===== src/rtl/sata_cmdfis_pkg.sv =====
// ============================================================================
// sata_cmdfis_pkg : shared SATA FIS constants, state encoding and command record
// Rev 1.0
// ============================================================================
`default_nettype none

package sata_cmdfis_pkg;

  localparam logic [7:0] FIS_REG_H2D = 8'h27;
  localparam logic [7:0] FIS_REG_D2H = 8'h34;

  localparam int STATUS_ERR = 0;
  localparam int STATUS_BSY = 7;

  localparam logic [2:0] LAST_DW = 3'd4;

  typedef enum logic [1:0] {
    ST_IDLE = 2'd0,
    ST_SEND = 2'd1,
    ST_WAIT = 2'd2
  } state_t;

  typedef struct packed {
    logic [7:0]  command;
    logic [15:0] features;
    logic [47:0] lba;
    logic [15:0] count;
    logic [7:0]  device;
    logic [7:0]  icc;
    logic [7:0]  control;
    logic [3:0]  pmport;
  } cmd_t;

endpackage

`default_nettype wire


===== src/rtl/sata_cmdfis_if.sv =====
// ============================================================================
// sata_cmdfis_if : command fields, H2D/D2H FIS streams and completion status
// Rev 1.0
// ============================================================================
`default_nettype none

interface sata_cmdfis_if;
  logic        i_cmd_valid;
  logic        o_cmd_ready;
  logic [7:0]  i_command;
  logic [15:0] i_features;
  logic [47:0] i_lba;
  logic [15:0] i_count;
  logic [7:0]  i_device;
  logic [7:0]  i_icc;
  logic [7:0]  i_control;
  logic [3:0]  i_pmport;

  logic        m_valid;
  logic        m_ready;
  logic [31:0] m_data;
  logic        m_last;

  logic        s_valid;
  logic [31:0] s_data;
  logic        s_last;
  logic        s_abort;

  logic        o_busy;
  logic        o_done;
  logic        o_err;
  logic        o_timeout;
  logic [7:0]  o_status;
  logic [7:0]  o_error;

  // Command issuer side
  modport slave (
    input  i_cmd_valid, i_command, i_features, i_lba, i_count,
           i_device, i_icc, i_control, i_pmport,
    output o_cmd_ready,
    output m_valid, m_data, m_last,
    input  m_ready,
    input  s_valid, s_data, s_last, s_abort,
    output o_busy, o_done, o_err, o_timeout, o_status, o_error
  );

  // Host / link side
  modport master (
    output i_cmd_valid, i_command, i_features, i_lba, i_count,
           i_device, i_icc, i_control, i_pmport,
    input  o_cmd_ready,
    input  m_valid, m_data, m_last,
    output m_ready,
    output s_valid, s_data, s_last, s_abort,
    input  o_busy, o_done, o_err, o_timeout, o_status, o_error
  );
endinterface

`default_nettype wire


===== src/rtl/sata_cmdfis.sv =====
// ============================================================================
// sata_cmdfis : issues a Register H2D FIS and waits for the Register D2H reply
// Rev 1.0
// ============================================================================
`default_nettype none

module sata_cmdfis #(
  parameter int LGTIMEOUT = 20
) (
  input  wire logic     i_clk,
  input  wire logic     i_reset_n,
  sata_cmdfis_if.slave  bus
);
  import sata_cmdfis_pkg::*;

  state_t                r_state;
  logic [2:0]            r_idx;
  cmd_t                  r_cmd;
  logic [LGTIMEOUT-1:0]  r_timer;
  logic                  r_frame_start;
  logic                  r_matched;
  logic [7:0]            r_pend_status;
  logic [7:0]            r_pend_error;

  cmd_t                  w_cmd_in;
  logic                  w_type_ok;
  logic                  w_matched;
  logic [7:0]            w_status;
  logic [7:0]            w_error;
  logic                  w_complete;
  logic [LGTIMEOUT-1:0]  w_timer_next;
  logic                  w_expire;
  logic                  w_tx_hs;
  logic                  w_unused_rx;

  function automatic logic [31:0] fis_word(input logic [2:0] idx, input cmd_t c);
    logic [31:0] w;
    case (idx)
      3'd0:    w = {c.features[7:0], c.command, {1'b1, 3'b000, c.pmport}, FIS_REG_H2D};
      3'd1:    w = {c.device, c.lba[23:0]};
      3'd2:    w = {c.features[15:8], c.lba[47:24]};
      3'd3:    w = {c.control, c.icc, c.count};
      default: w = 32'h0;
    endcase
    return w;
  endfunction

  always_comb begin
    w_cmd_in          = '0;
    w_cmd_in.command  = bus.i_command;
    w_cmd_in.features = bus.i_features;
    w_cmd_in.lba      = bus.i_lba;
    w_cmd_in.count    = bus.i_count;
    w_cmd_in.device   = bus.i_device;
    w_cmd_in.icc      = bus.i_icc;
    w_cmd_in.control  = bus.i_control;
    w_cmd_in.pmport   = bus.i_pmport;
  end

  // A single-word D2H frame must complete from the word on the bus, not the pending copy.
  assign w_type_ok    = (bus.s_data[7:0] == FIS_REG_D2H);
  assign w_matched    = r_frame_start ? w_type_ok : r_matched;
  assign w_status     = (r_frame_start && w_type_ok) ? bus.s_data[23:16] : r_pend_status;
  assign w_error      = (r_frame_start && w_type_ok) ? bus.s_data[31:24] : r_pend_error;
  assign w_complete   = bus.s_valid && bus.s_last && !bus.s_abort && w_matched;
  assign w_timer_next = r_timer - 1'b1;
  assign w_expire     = (w_timer_next == '0);
  assign w_tx_hs      = bus.m_valid && bus.m_ready;
  assign w_unused_rx  = ^bus.s_data[15:8];

  always_ff @(posedge i_clk or negedge i_reset_n) begin
    if (!i_reset_n) begin
      r_state         <= ST_IDLE;
      r_idx           <= 3'd0;
      r_cmd           <= '0;
      r_timer         <= '0;
      r_frame_start   <= 1'b0;
      r_matched       <= 1'b0;
      r_pend_status   <= 8'h0;
      r_pend_error    <= 8'h0;
      bus.o_cmd_ready <= 1'b1;
      bus.m_valid     <= 1'b0;
      bus.m_data      <= 32'h0;
      bus.m_last      <= 1'b0;
      bus.o_busy      <= 1'b0;
      bus.o_done      <= 1'b0;
      bus.o_err       <= 1'b0;
      bus.o_timeout   <= 1'b0;
      bus.o_status    <= 8'h0;
      bus.o_error     <= 8'h0;
    end else begin
      bus.o_done    <= 1'b0;
      bus.o_err     <= 1'b0;
      bus.o_timeout <= 1'b0;
      case (r_state)
        ST_IDLE: begin
          if (bus.i_cmd_valid) begin
            r_cmd           <= w_cmd_in;
            r_idx           <= 3'd0;
            bus.m_valid     <= 1'b1;
            bus.m_data      <= fis_word(3'd0, w_cmd_in);
            bus.m_last      <= 1'b0;
            bus.o_cmd_ready <= 1'b0;
            bus.o_busy      <= 1'b1;
            r_state         <= ST_SEND;
          end
        end
        ST_SEND: begin
          if (w_tx_hs) begin
            if (r_idx == LAST_DW) begin
              bus.m_valid   <= 1'b0;
              bus.m_last    <= 1'b0;
              bus.m_data    <= 32'h0;
              r_timer       <= '1;
              r_frame_start <= 1'b1;
              r_matched     <= 1'b0;
              r_state       <= ST_WAIT;
            end else begin
              r_idx      <= r_idx + 3'd1;
              bus.m_data <= fis_word(r_idx + 3'd1, r_cmd);
              bus.m_last <= ((r_idx + 3'd1) == LAST_DW);
            end
          end
        end
        ST_WAIT: begin
          r_timer <= w_timer_next;
          if (bus.s_valid) begin
            if (r_frame_start) begin
              r_frame_start <= 1'b0;
              r_matched     <= w_type_ok;
              if (w_type_ok) begin
                r_pend_status <= bus.s_data[23:16];
                r_pend_error  <= bus.s_data[31:24];
              end
            end
            if (bus.s_abort || (bus.s_last && !w_matched)) begin
              r_frame_start <= 1'b1;
            end
          end
          // Completion takes priority over a timeout landing on the same cycle.
          if (w_complete) begin
            bus.o_status    <= w_status;
            bus.o_error     <= w_error;
            bus.o_done      <= 1'b1;
            bus.o_err       <= w_status[STATUS_ERR] | w_status[STATUS_BSY];
            bus.o_cmd_ready <= 1'b1;
            bus.o_busy      <= 1'b0;
            r_state         <= ST_IDLE;
          end else if (w_expire) begin
            bus.o_done      <= 1'b1;
            bus.o_err       <= 1'b1;
            bus.o_timeout   <= 1'b1;
            bus.o_cmd_ready <= 1'b1;
            bus.o_busy      <= 1'b0;
            r_state         <= ST_IDLE;
          end
        end
        default: r_state <= ST_IDLE;
      endcase
    end
  end

endmodule

`default_nettype wire

===== src/flat_wrapper.sv =====
// flat-port wrapper written by rule: the top's interface ports become plain ports
module sata_cmdfis_flat import sata_cmdfis_pkg::*;
#(
  parameter int LGTIMEOUT = 20
)
  (i_clk, i_reset_n, bus_i_cmd_valid, bus_i_command, bus_i_features, bus_i_lba, bus_i_count, bus_i_device, bus_i_icc, bus_i_control, bus_i_pmport, bus_o_cmd_ready, bus_m_valid, bus_m_data, bus_m_last, bus_m_ready, bus_s_valid, bus_s_data, bus_s_last, bus_s_abort, bus_o_busy, bus_o_done, bus_o_err, bus_o_timeout, bus_o_status, bus_o_error);
  sata_cmdfis_if bus_i ();
  input  wire logic i_clk;
  input  wire logic i_reset_n;
  input wire logic [$bits(bus_i.i_cmd_valid)-1:0] bus_i_cmd_valid;
  input wire logic [$bits(bus_i.i_command)-1:0] bus_i_command;
  input wire logic [$bits(bus_i.i_features)-1:0] bus_i_features;
  input wire logic [$bits(bus_i.i_lba)-1:0] bus_i_lba;
  input wire logic [$bits(bus_i.i_count)-1:0] bus_i_count;
  input wire logic [$bits(bus_i.i_device)-1:0] bus_i_device;
  input wire logic [$bits(bus_i.i_icc)-1:0] bus_i_icc;
  input wire logic [$bits(bus_i.i_control)-1:0] bus_i_control;
  input wire logic [$bits(bus_i.i_pmport)-1:0] bus_i_pmport;
  output wire logic [$bits(bus_i.o_cmd_ready)-1:0] bus_o_cmd_ready;
  output wire logic [$bits(bus_i.m_valid)-1:0] bus_m_valid;
  output wire logic [$bits(bus_i.m_data)-1:0] bus_m_data;
  output wire logic [$bits(bus_i.m_last)-1:0] bus_m_last;
  input wire logic [$bits(bus_i.m_ready)-1:0] bus_m_ready;
  input wire logic [$bits(bus_i.s_valid)-1:0] bus_s_valid;
  input wire logic [$bits(bus_i.s_data)-1:0] bus_s_data;
  input wire logic [$bits(bus_i.s_last)-1:0] bus_s_last;
  input wire logic [$bits(bus_i.s_abort)-1:0] bus_s_abort;
  output wire logic [$bits(bus_i.o_busy)-1:0] bus_o_busy;
  output wire logic [$bits(bus_i.o_done)-1:0] bus_o_done;
  output wire logic [$bits(bus_i.o_err)-1:0] bus_o_err;
  output wire logic [$bits(bus_i.o_timeout)-1:0] bus_o_timeout;
  output wire logic [$bits(bus_i.o_status)-1:0] bus_o_status;
  output wire logic [$bits(bus_i.o_error)-1:0] bus_o_error;
  assign bus_i.i_cmd_valid = bus_i_cmd_valid;
  assign bus_i.i_command = bus_i_command;
  assign bus_i.i_features = bus_i_features;
  assign bus_i.i_lba = bus_i_lba;
  assign bus_i.i_count = bus_i_count;
  assign bus_i.i_device = bus_i_device;
  assign bus_i.i_icc = bus_i_icc;
  assign bus_i.i_control = bus_i_control;
  assign bus_i.i_pmport = bus_i_pmport;
  assign bus_o_cmd_ready = bus_i.o_cmd_ready;
  assign bus_m_valid = bus_i.m_valid;
  assign bus_m_data = bus_i.m_data;
  assign bus_m_last = bus_i.m_last;
  assign bus_i.m_ready = bus_m_ready;
  assign bus_i.s_valid = bus_s_valid;
  assign bus_i.s_data = bus_s_data;
  assign bus_i.s_last = bus_s_last;
  assign bus_i.s_abort = bus_s_abort;
  assign bus_o_busy = bus_i.o_busy;
  assign bus_o_done = bus_i.o_done;
  assign bus_o_err = bus_i.o_err;
  assign bus_o_timeout = bus_i.o_timeout;
  assign bus_o_status = bus_i.o_status;
  assign bus_o_error = bus_i.o_error;
  sata_cmdfis #(.LGTIMEOUT(LGTIMEOUT)) u_core (.i_clk(i_clk), .i_reset_n(i_reset_n), .bus(bus_i));
endmodule

===== config.mk =====
export PLATFORM = sky130hd
export DESIGN_NAME = sata_cmdfis_flat
export DESIGN_NICKNAME = d
export VERILOG_FILES = /design/src/rtl/sata_cmdfis_pkg.sv /design/src/rtl/sata_cmdfis_if.sv /design/src/rtl/sata_cmdfis.sv /design/src/flat_wrapper.sv
export SDC_FILE = /design/constraint.sdc
export NUM_CORES = 1
export LEC_CHECK = 0
export BUFFER_PORTS_ARGS = -buffer_cell sky130_fd_sc_hd__buf_2
export CORE_ASPECT_RATIO = 1.2
export CORE_MARGIN = 4
export CORE_UTILIZATION = 40
export CTS_BUF_LIST = sky130_fd_sc_hd__clkbuf_8
export DETAILED_ROUTE_END_ITERATION = 8
export GPL_TIMING_DRIVEN = 0
export PLACE_DENSITY = 0.7
export SLEW_MARGIN = 40
export SYNTH_ARGS = -nofsm -noshare
export SYNTH_HDL_FRONTEND = slang
export SYNTH_SLANG_ARGS = --single-unit

===== constraint.sdc =====
create_clock -name i_clk -period 3.5 [get_ports i_clk]
set_input_delay 0.525 -clock i_clk [delete_from_list [all_inputs] [get_ports i_clk]]
set_output_delay 0.525 -clock i_clk [all_outputs]
set_load 0.1 [all_outputs]

# After elaboration in Yosys (flattened, before gate mapping)
# Cells that the tools add are included.
dict set report totals {
  register_bits 214
  out_inout_bits 55
}
dict set report op_classes {
  muxes 49
  n_eq_ne 14
  addsub 2
  n_bitwise 1
  n_reduce_logical 25
}
# cell count
set op_table {}
lappend op_table {{case mux 32 bit (4 select lines)} 1}
lappend op_table {{2-to-1 mux 32 bit} 3}
lappend op_table {{case mux 32 bit (2 select lines)} 1}
lappend op_table {{2-to-1 mux 20 bit} 2}
lappend op_table {{case mux 20 bit (2 select lines)} 1}
lappend op_table {{2-to-1 mux 1 bit} 23}
lappend op_table {{logical NOT 20 bit} 1}
lappend op_table {{AND reduction 4 bit} 5}
lappend op_table {{subtractor 20 x 1 -> 20 bit, second input constant} 1}
lappend op_table {{2-to-1 mux 8 bit} 2}
lappend op_table {{case mux 1 bit (2 select lines)} 6}
lappend op_table {{2-to-1 mux 2 bit} 5}
lappend op_table {{2-to-1 mux 3 bit} 3}
lappend op_table {{AND reduction 3 bit} 3}
lappend op_table {{== test 8 x 6 -> 1 bit, second input constant} 1}
lappend op_table {{== test 3 x 2 -> 1 bit, second input constant} 2}
lappend op_table {{== test 3 bit, second input constant} 2}
lappend op_table {{logical AND 1 bit} 6}
lappend op_table {{!= test 2 bit, second input constant} 3}
lappend op_table {{case mux 2 bit (3 select lines)} 1}
lappend op_table {{case mux 3 bit (2 select lines)} 1}
lappend op_table {{nonzero test 2 bit} 3}
lappend op_table {{!= test 2 x 1 -> 1 bit, second input constant} 2}
lappend op_table {{AND reduction 2 bit} 2}
lappend op_table {{other kinds (10)} 11}

# Longest topological paths before layout
# Gate-level depths: netlist of the first run.
dict set report depth {
  depth_word 8
  mapped_depth 9
}

# Least setup slack after synthesis of the first run
# Ideal clock, no wire load.
dict set report synth_timing {
  kind {reg2reg}
  from {register u_core.r_timer[2]}
  to {register u_core.bus.o_busy}
  arrival_time_ns 2.284
  path_slack_ns 1.096
  path_stages_with_launch 8
  synth_period_minus_slack_ns 2.404
  path_buffers 1
  setup_time_ns 0.120
  cell_sequence {dfrtp_1 -> clkbuf_1 -> nor4_1 -> nand3_1 -> nor3_2 -> xor2_1 -> or3_1 -> a31o_2}
}
dict set report synth_between {
  elab_chain_len 4
}
# element line
set synth_lines {}
lappend synth_lines {{start, declared} sata_cmdfis.sv:19} ;# logic [LGTIMEOUT-1:0] r_timer;
lappend synth_lines {{start signal, assigned} sata_cmdfis.sv:126} ;# r_timer <= w_timer_next;
lappend synth_lines {{subtractor 20 x 1 -> 20 bit} sata_cmdfis.sv:66} ;# assign w_timer_next = r_timer - 1'b1;
lappend synth_lines {{logical NOT 20 bit} sata_cmdfis.sv:67} ;# assign w_expire = (w_timer_next == '0);
lappend synth_lines {{!= test 3 x 1 -> 1 bit (no source line)} -}
lappend synth_lines {{AND reduction 3 bit (no source line)} -}
lappend synth_lines {{end signal, assigned} sata_cmdfis.sv:85} ;# bus.o_busy <= 1'b0;
lappend synth_lines {{end signal, assigned} sata_cmdfis.sv:104} ;# bus.o_busy <= 1'b1;
lappend synth_lines {{end signal, assigned} sata_cmdfis.sv:147} ;# bus.o_busy <= 1'b0;
lappend synth_lines {{end, declared} sata_cmdfis_if.sv:44} ;# output o_busy, o_done, o_err, o_timeout, o_status, o_error
# Every way passes these cells.
# A chain may end at the register's enable or synchronous reset.

# Final worst setup path of the first run
# Same ends and word-level chain as after synthesis.

==> results.ini, run 1 <==
[final_layout]
nFillCells=2280
layout_commonest_cell=nand2_1
multi_input_area_sq_um=3790
fin_nets=1450
diodes=0
final_area_sq_um=11700
final_cell_mix=nand2_1, dfrtp_1, buf_2
drive_above_1_share=0.211
area_growth_syn_to_layout_pct=23.8
utilization=0.503
register_area_sq_um=5360
final_cell_count_no_fill=1629

[drt]
drtIter0Drc=518
wire_per_inst_microns=17.3
antenna_left=0
dr.pass1.iters=7
detail_route.wirelength_microns=28100
vias=8352
routed_via_density=5.13
drc=0

[critical_path]
path_depth=7
cpMaxStageDelayCell=nor4_1
reg2reg_slack_ps=580
path_cells=clkbuf_1 -> nor4_1 -> nand3_1 -> nor3_2 -> xor2_1 -> or3_1 -> a31o_2
timing.rr.end=u_core.bus.o_busy
critPathArrivalTime_ps=3330
cp_top_family=simple AND/OR/NAND/NOR gates
cp.required_ps=3910
worstSetupEndpointType=register
rr_startpoint=u_core.r_timer[2]
rr_worst_depth=7
crit_buf_inv=1
startpoint=u_core.r_timer[2]
setup.worst_path.start_class=register
max_stage_delay_ps=630
path_class=register to register
path_max_fanout=9

[clock_tree]
clkSinkCount=214
cts_tree=yes
cts_buffers=37
cts_resized=0
insertion_delay_ps=540
cts_hold_buf=1
htreeDepth=2
clkTransAtPathRegs_ps=60
cts-root-buf=clkbuf_8
postCtsSetupBuffers=0
cts_buffer_depth=3

[global_route]
grt.busiest_layer=met2
met3_usage=0.0383
use_met1=0.269
grt_max_degree=49
track_usage=0.215
grt_pass1_vias=8574
grt_overflow=0
antenna_found_initial=1
met2_usage=0.380
grt_pass1_wl_microns=44600

[pwr]
p_sw_frac=0.428
p_leak_nw=6.01
p_sw_mw=4.08
p_per_area_nw_per_um2=817
p_clk_frac=0.234
pwr-share-seq=0.403
combPwrFrac=0.363
p_int_mw=5.46
vdd_drop_max_uv=637

[logic_synthesis]
netlist_instances=1042
ys_seq_area_frac=0.568
ys.flop_type=dfrtp_1
synth.distinct_cells=50
synth_top_cell_area_share=0.565
synthTopCellsByArea=dfrtp_1, nand2_1, a21oi_1
ys_ff_latch=214
yosysWarnings=0
async_flop_share=1.00
syn_nets=1205
syn_avg_cell_area_sq_um=9.05
yosys.area.top_type=dfrtp_1
syn_area_sq_um=9430
synth_edf_count=0

[die]
start_util=0.407
core.rowCount=61
ios=210
die_w_microns=148
coreArea_sq_um=23200
die_y_microns=176
dieArea_sq_um=26100

[timing]
finalSetupViolCount=0
holdWs_ps=175
fmax_mhz=342
worstMarginPinSlew_ps=805
fin_setup_tns_ps=0
drv_slew=0
min_period_ps=2920
fin_crit_sh=0.835
skew_ps=33.9
hold_viol=0
slew_headroom=0.459
rsz0062_at_grt=no

[hold_path]
holdPathEnd=u_core.r_cmd[26]
min_path_type=input pin to register
hold_start=bus_i_device[6]
holdPathStages=3

[run]
cap_violations=0

[placement]
placed_cell_area_sq_um=10900
dp_hpwl_microns=20300
gp_congestion=0.873
io_buffers=201
placedCellCount=1562

[outcome]
status=completed

power groups by stage:
stage	registers [mW]	clock network, mW	logic, mW
after CTS	3.83	2.29	3.48
final	3.85	2.23	3.47
after floorplan	4.67	0	1.62
after global placement	3.84	0	3.39
after detailed placement	3.87	0	3.47
after global routing	3.94	2.40	3.81
layout make-up:
cell class,instances,area share
Clock buffer,43,0.0507
Sequential cell,214,0.459
Buffer,66,0.0212
Clock inverter,23,0.0111
Multi-Input combinational cell,752,0.325
Tap cell,315,0.0337
Inverter,10,0.00321
Timing Repair Buffer,206,0.0966
synth_stat cells, types with 2 or more instances:
library cell and count:
a211oi_1 6, a21o_1 3, a21oi_1 75, a221oi_1 4, a22o_1 16, a22oi_1 32
a31oi_1 9, a41oi_1 2, and2_1 4, buf_1 11, clkbuf_1 55, dfrtp_1 213
ha_1 8, inv_1 10, mux2_2 16, mux2i_1 16, nand2_1 400, nand2b_1 3
nand3_1 7, nand3b_1 2, nand4_1 3, nor2_1 36, nor2b_1 3, nor3_1 13
nor3b_1 3, nor4_1 3, o211ai_1 4, o21ai_0 48, o22ai_1 7, o31a_1 2
or2_2 3, or3_1 3, or4_1 2, xor2_1 4
metal layers:
layer / up-vias / routed length (microns)
li1: 4005 / -
met1: 3987 / 11500
met2: 310 / 14000
met3: 48 / 1950
met4: 2 / 669
met5: - / 13
cells by family (layout without fill, tap and decap cells):
kind of cell    Yosys count  after routing  share of synthesized area
flops                   214            214                      0.568
simple gates            493            493                      0.212
buf+inv                  76            348                     0.0302
fa+ha+maj                 8              8                     0.0106
mux                      32             32                     0.0361
xor+xnor                  4              4                    0.00371
compound gates          215            215                      0.140
worst min-delay path: cells and delay by family:
kind	cells	cell delay [ps]
buf+inv	1	80
simple gates	2	80
metrics by stage:
| stage | worst slack, ps | total power [mW] |
|---|---|---|
| finish | 579 | 9.54 |
| global route | 422 | 10.1 |
| CTS | 597 | 9.61 |
| detailed placement | 593 | 7.34 |
| global placement | -1810 | 7.23 |
| floorplan | 1100 | 6.29 |
flip-flops by register name, summed over array words and instances (netlist names), 2 cells and up:
name / cells
u_core.r_cmd: 116
u_core.r_pend_error: 8
u_core.r_pend_status: 8
u_core.r_state: 2
u_core.bus.o_status: 8
u_core.bus.m_data: 32
u_core.r_idx: 3
u_core.r_timer: 20
u_core.bus.o_error: 8
worst max-delay path by stage:
stage / slack, ps / end
3_5_place_dp: 590 / u_core.bus.m_data[6]
2_1_floorplan: 1100 / u_core.bus.o_busy
3_3_place_gp: -1810 / u_core.bus.m_data[26]
6_report: 580 / u_core.bus.o_busy
5_1_grt: 420 / u_core.bus.o_busy
4_1_cts: 600 / u_core.bus.m_data[2]
No activity file was read; power rests on OpenSTA's default activity.
==> run 2: changes to the inputs <==
--- a/config.mk
+++ b/config.mk
@@ -5,6 +5,7 @@
 export SDC_FILE = /design/constraint.sdc
 export NUM_CORES = 1
 export LEC_CHECK = 0
+export ABC_AREA = 1
 export BUFFER_PORTS_ARGS = -buffer_cell sky130_fd_sc_hd__buf_2
 export CORE_ASPECT_RATIO = 1.2
 export CORE_MARGIN = 4
==> constraint.sdc (replaced) <==
create_clock -name i_clk -period 2.9 [get_ports i_clk]
set_input_delay 0.435 -clock i_clk [delete_from_list [all_inputs] [get_ports i_clk]]
set_output_delay 0.435 -clock i_clk [all_outputs]
set_load 0.1 [all_outputs]
==> results.ini, run 2 <==
[final_layout]
diodes=0
regMostFlops=u_core.r_cmd
final_cell_mix=nand2_1, dfrtp_1, buf_2
utilization=0.503
largest_registers=u_core.r_cmd (116), u_core.bus.m_data (32), u_core.r_timer (20)
drive_above_1_share=0.208
final_cell_count_no_fill=1797
nFillCells=2349
final_area_sq_um=12100
layout_commonest_cell=nand2_1
area_growth_syn_to_layout_pct=22.5
fin_nets=1618
largest_reg_flops=116

[placement]
place_ws_ps=299
placedCellCount=1735
gp_congestion=0.886
dp_hpwl_microns=21500
placed_cell_area_sq_um=11400
io_buffers=201

[timing]
min_period_ps=2630
worstMarginPinSlew_ps=807
skew_ps=31.7
fmax_mhz=381
slew_headroom=0.462
drv_slew=0
hold_viol=0
rsz0062_at_grt=no
setup_ws_ps=274
finalSetupViolCount=0
fin_crit_sh=0.906

[logic_synthesis]
ys_seq_area_frac=0.541
synthTopCellsByCount=nand2_1, dfrtp_1, inv_1
yosysWarnings=0
syn_nets=1374
yosysMostFrequentCell=nand2_1
synth_top_cell_area_share=0.538
yosys.area.top_type=dfrtp_1
synthTopCellsByArea=dfrtp_1, nand2_1, inv_1
netlist_instances=1211
async_flop_share=1.00
syn_avg_cell_area_sq_um=8.18
synth_edf_count=0
ys_ff_latch=214
synth.distinct_cells=41
syn_area_sq_um=9900
ys.flop_type=dfrtp_1

[critical_path]
setup.worst_path.start_class=register
critPathArrivalTime_ps=3050
startpoint=u_core.r_idx[0]
reg2reg_slack_ps=270
worstSetupEndpointType=register
path_class=register to register
rr_worst_depth=10
cp.required_ps=3320
rr_startpoint=u_core.r_idx[0]
path_max_fanout=10
timing.rr.end=u_core.bus.m_data[29]

[clock_tree]
cts_resized=0
clkSinkCount=214
postCtsSetupBuffers=0
cts_tree=yes
htreeDepth=2
cts_buffer_depth=3
cts_buffers=37
clkTransAtPathRegs_ps=60
cts-root-buf=clkbuf_8
insertion_delay_ps=530

[die]
die_w_microns=152
coreArea_sq_um=24100
core.rowCount=62
ios=210
dieArea_sq_um=27300
die_y_microns=180
start_util=0.410

[pwr]
p_leak_nw=6.34
p_clk_frac=0.198
combPwrFrac=0.440
p_sw_mw=6.42
p_per_area_nw_per_um2=1110
pwr-share-seq=0.362
p_int_mw=7.05
p_sw_frac=0.476
power_mw=13.5
vdd_drop_max_uv=802

[drt]
antenna_left=0
drc=0
detail_route.wirelength_microns=29400
vias=9039
dr.pass1.iters=5
wire_per_inst_microns=16.4
routed_via_density=5.03
drtIter0Drc=471

[run]
cap_violations=0

[global_route]
grt_pass1_vias=9015
grt_pass1_wl_microns=46200
grt_max_degree=75
grt_overflow=0
track_usage=0.213
antenna_found_initial=0

[outcome]
status=completed

[hold_path]
hold_start=bus_i_lba[22]
holdPathEnd=u_core.r_cmd[66]
min_path_type=input pin to register
holdPathStages=3

-- run 2: changes by cell type after synthesis, moves of 23 or more --
cell	before	now
inv_1	10	96
nand2_1	400	506
clkbuf_1	55	28
a21oi_1	75	41
nor2_1	36	64
o21ai_0	48	71
a22oi_1	32	5
-- run 2: logic make-up (layout without fill, tap and decap cells) --
group                      after synthesis  after routing  synth area share
and+or+nand+nor                        640            640             0.269
DFF                                    214            214             0.541
AOI/OAI and AO/OA                      185            185             0.112
buffers and inverters                  158            424            0.0634
adders and majority gates                8              8            0.0101
xor gates and xnor gates                 6              6           0.00531
-- run 2: per-layer routing --
layer	global-route usage	share of wire	up-vias
li1	-	-	4350
met1	0.282	0.42	4285
met2	0.353	0.48	347
met3	0.0362	0.071	57
met4	0.0694	0.029	0
met5	0	0	-
-- run 2: repair_timing --
action                                  CTS  global route
hold buffers                              1             0
hold endpoints to repair                 68             0
endpoints found under the setup margin    0             0
-- run 2: per-stage QoR --
stage                     hold slack, ps  setup TNS (ps)
after floorplan                      139               0
after global placement               459         -488680
after detailed placement             224               0
after CTS                           73.0               0
after global routing                80.1               0
final                               94.5               0
-- run 2: cell type report --
cell class / instances / area (sq um) / area share
sequential: 214 / 5360 / 0.442
multi-input combinational: 839 / 3920 / 0.323
timing repair buffer: 205 / 1110 / 0.0914
clock buffer: 44 / 606 / 0.0499
tap: 320 / 400 / 0.0330
inverter: 105 / 394 / 0.0325
buffer: 53 / 234 / 0.0193
clock inverter: 17 / 110 / 0.00908
-- run 2: how the worst max path moves through the flow --
stage | endpoint | slack, ps | cells past startpoint
after global placement | u_core.r_cmd[15] | -2320 | 1
final | u_core.bus.m_data[29] | 270 | 10
after floorplan | u_core.r_timer[10] | 730 | 9
after CTS | u_core.bus.m_data[29] | 260 | 10
after global routing | u_core.bus.m_data[3] | 70 | 8
after detailed placement | u_core.bus.m_data[29] | 300 | 10
-- run 2: worst max-delay path: stages (launching register included) --
cell and delay, ps:
dfrtp_1 400, ha_1 240, ha_1 340, nand2_1 180, inv_1 110, buf_2 250
buf_1 540, nand2_1 120, nand4_1 100, nand2_1 80, a21oi_1 160
-- run 2: power by group through the flow --
| stage | clock network, mW | registers (mW) | logic, mW |
|---|---|---|---|
| 6_report | 2.67 | 4.88 | 5.92 |
| 5_1_grt | 2.87 | 5.00 | 6.48 |
| 4_1_cts | 2.72 | 4.86 | 5.94 |
| 3_5_place_dp | 0 | 4.89 | 5.92 |
| 3_3_place_gp | 0 | 4.87 | 5.80 |
| 2_1_floorplan | 0 | 6.55 | 2.60 |
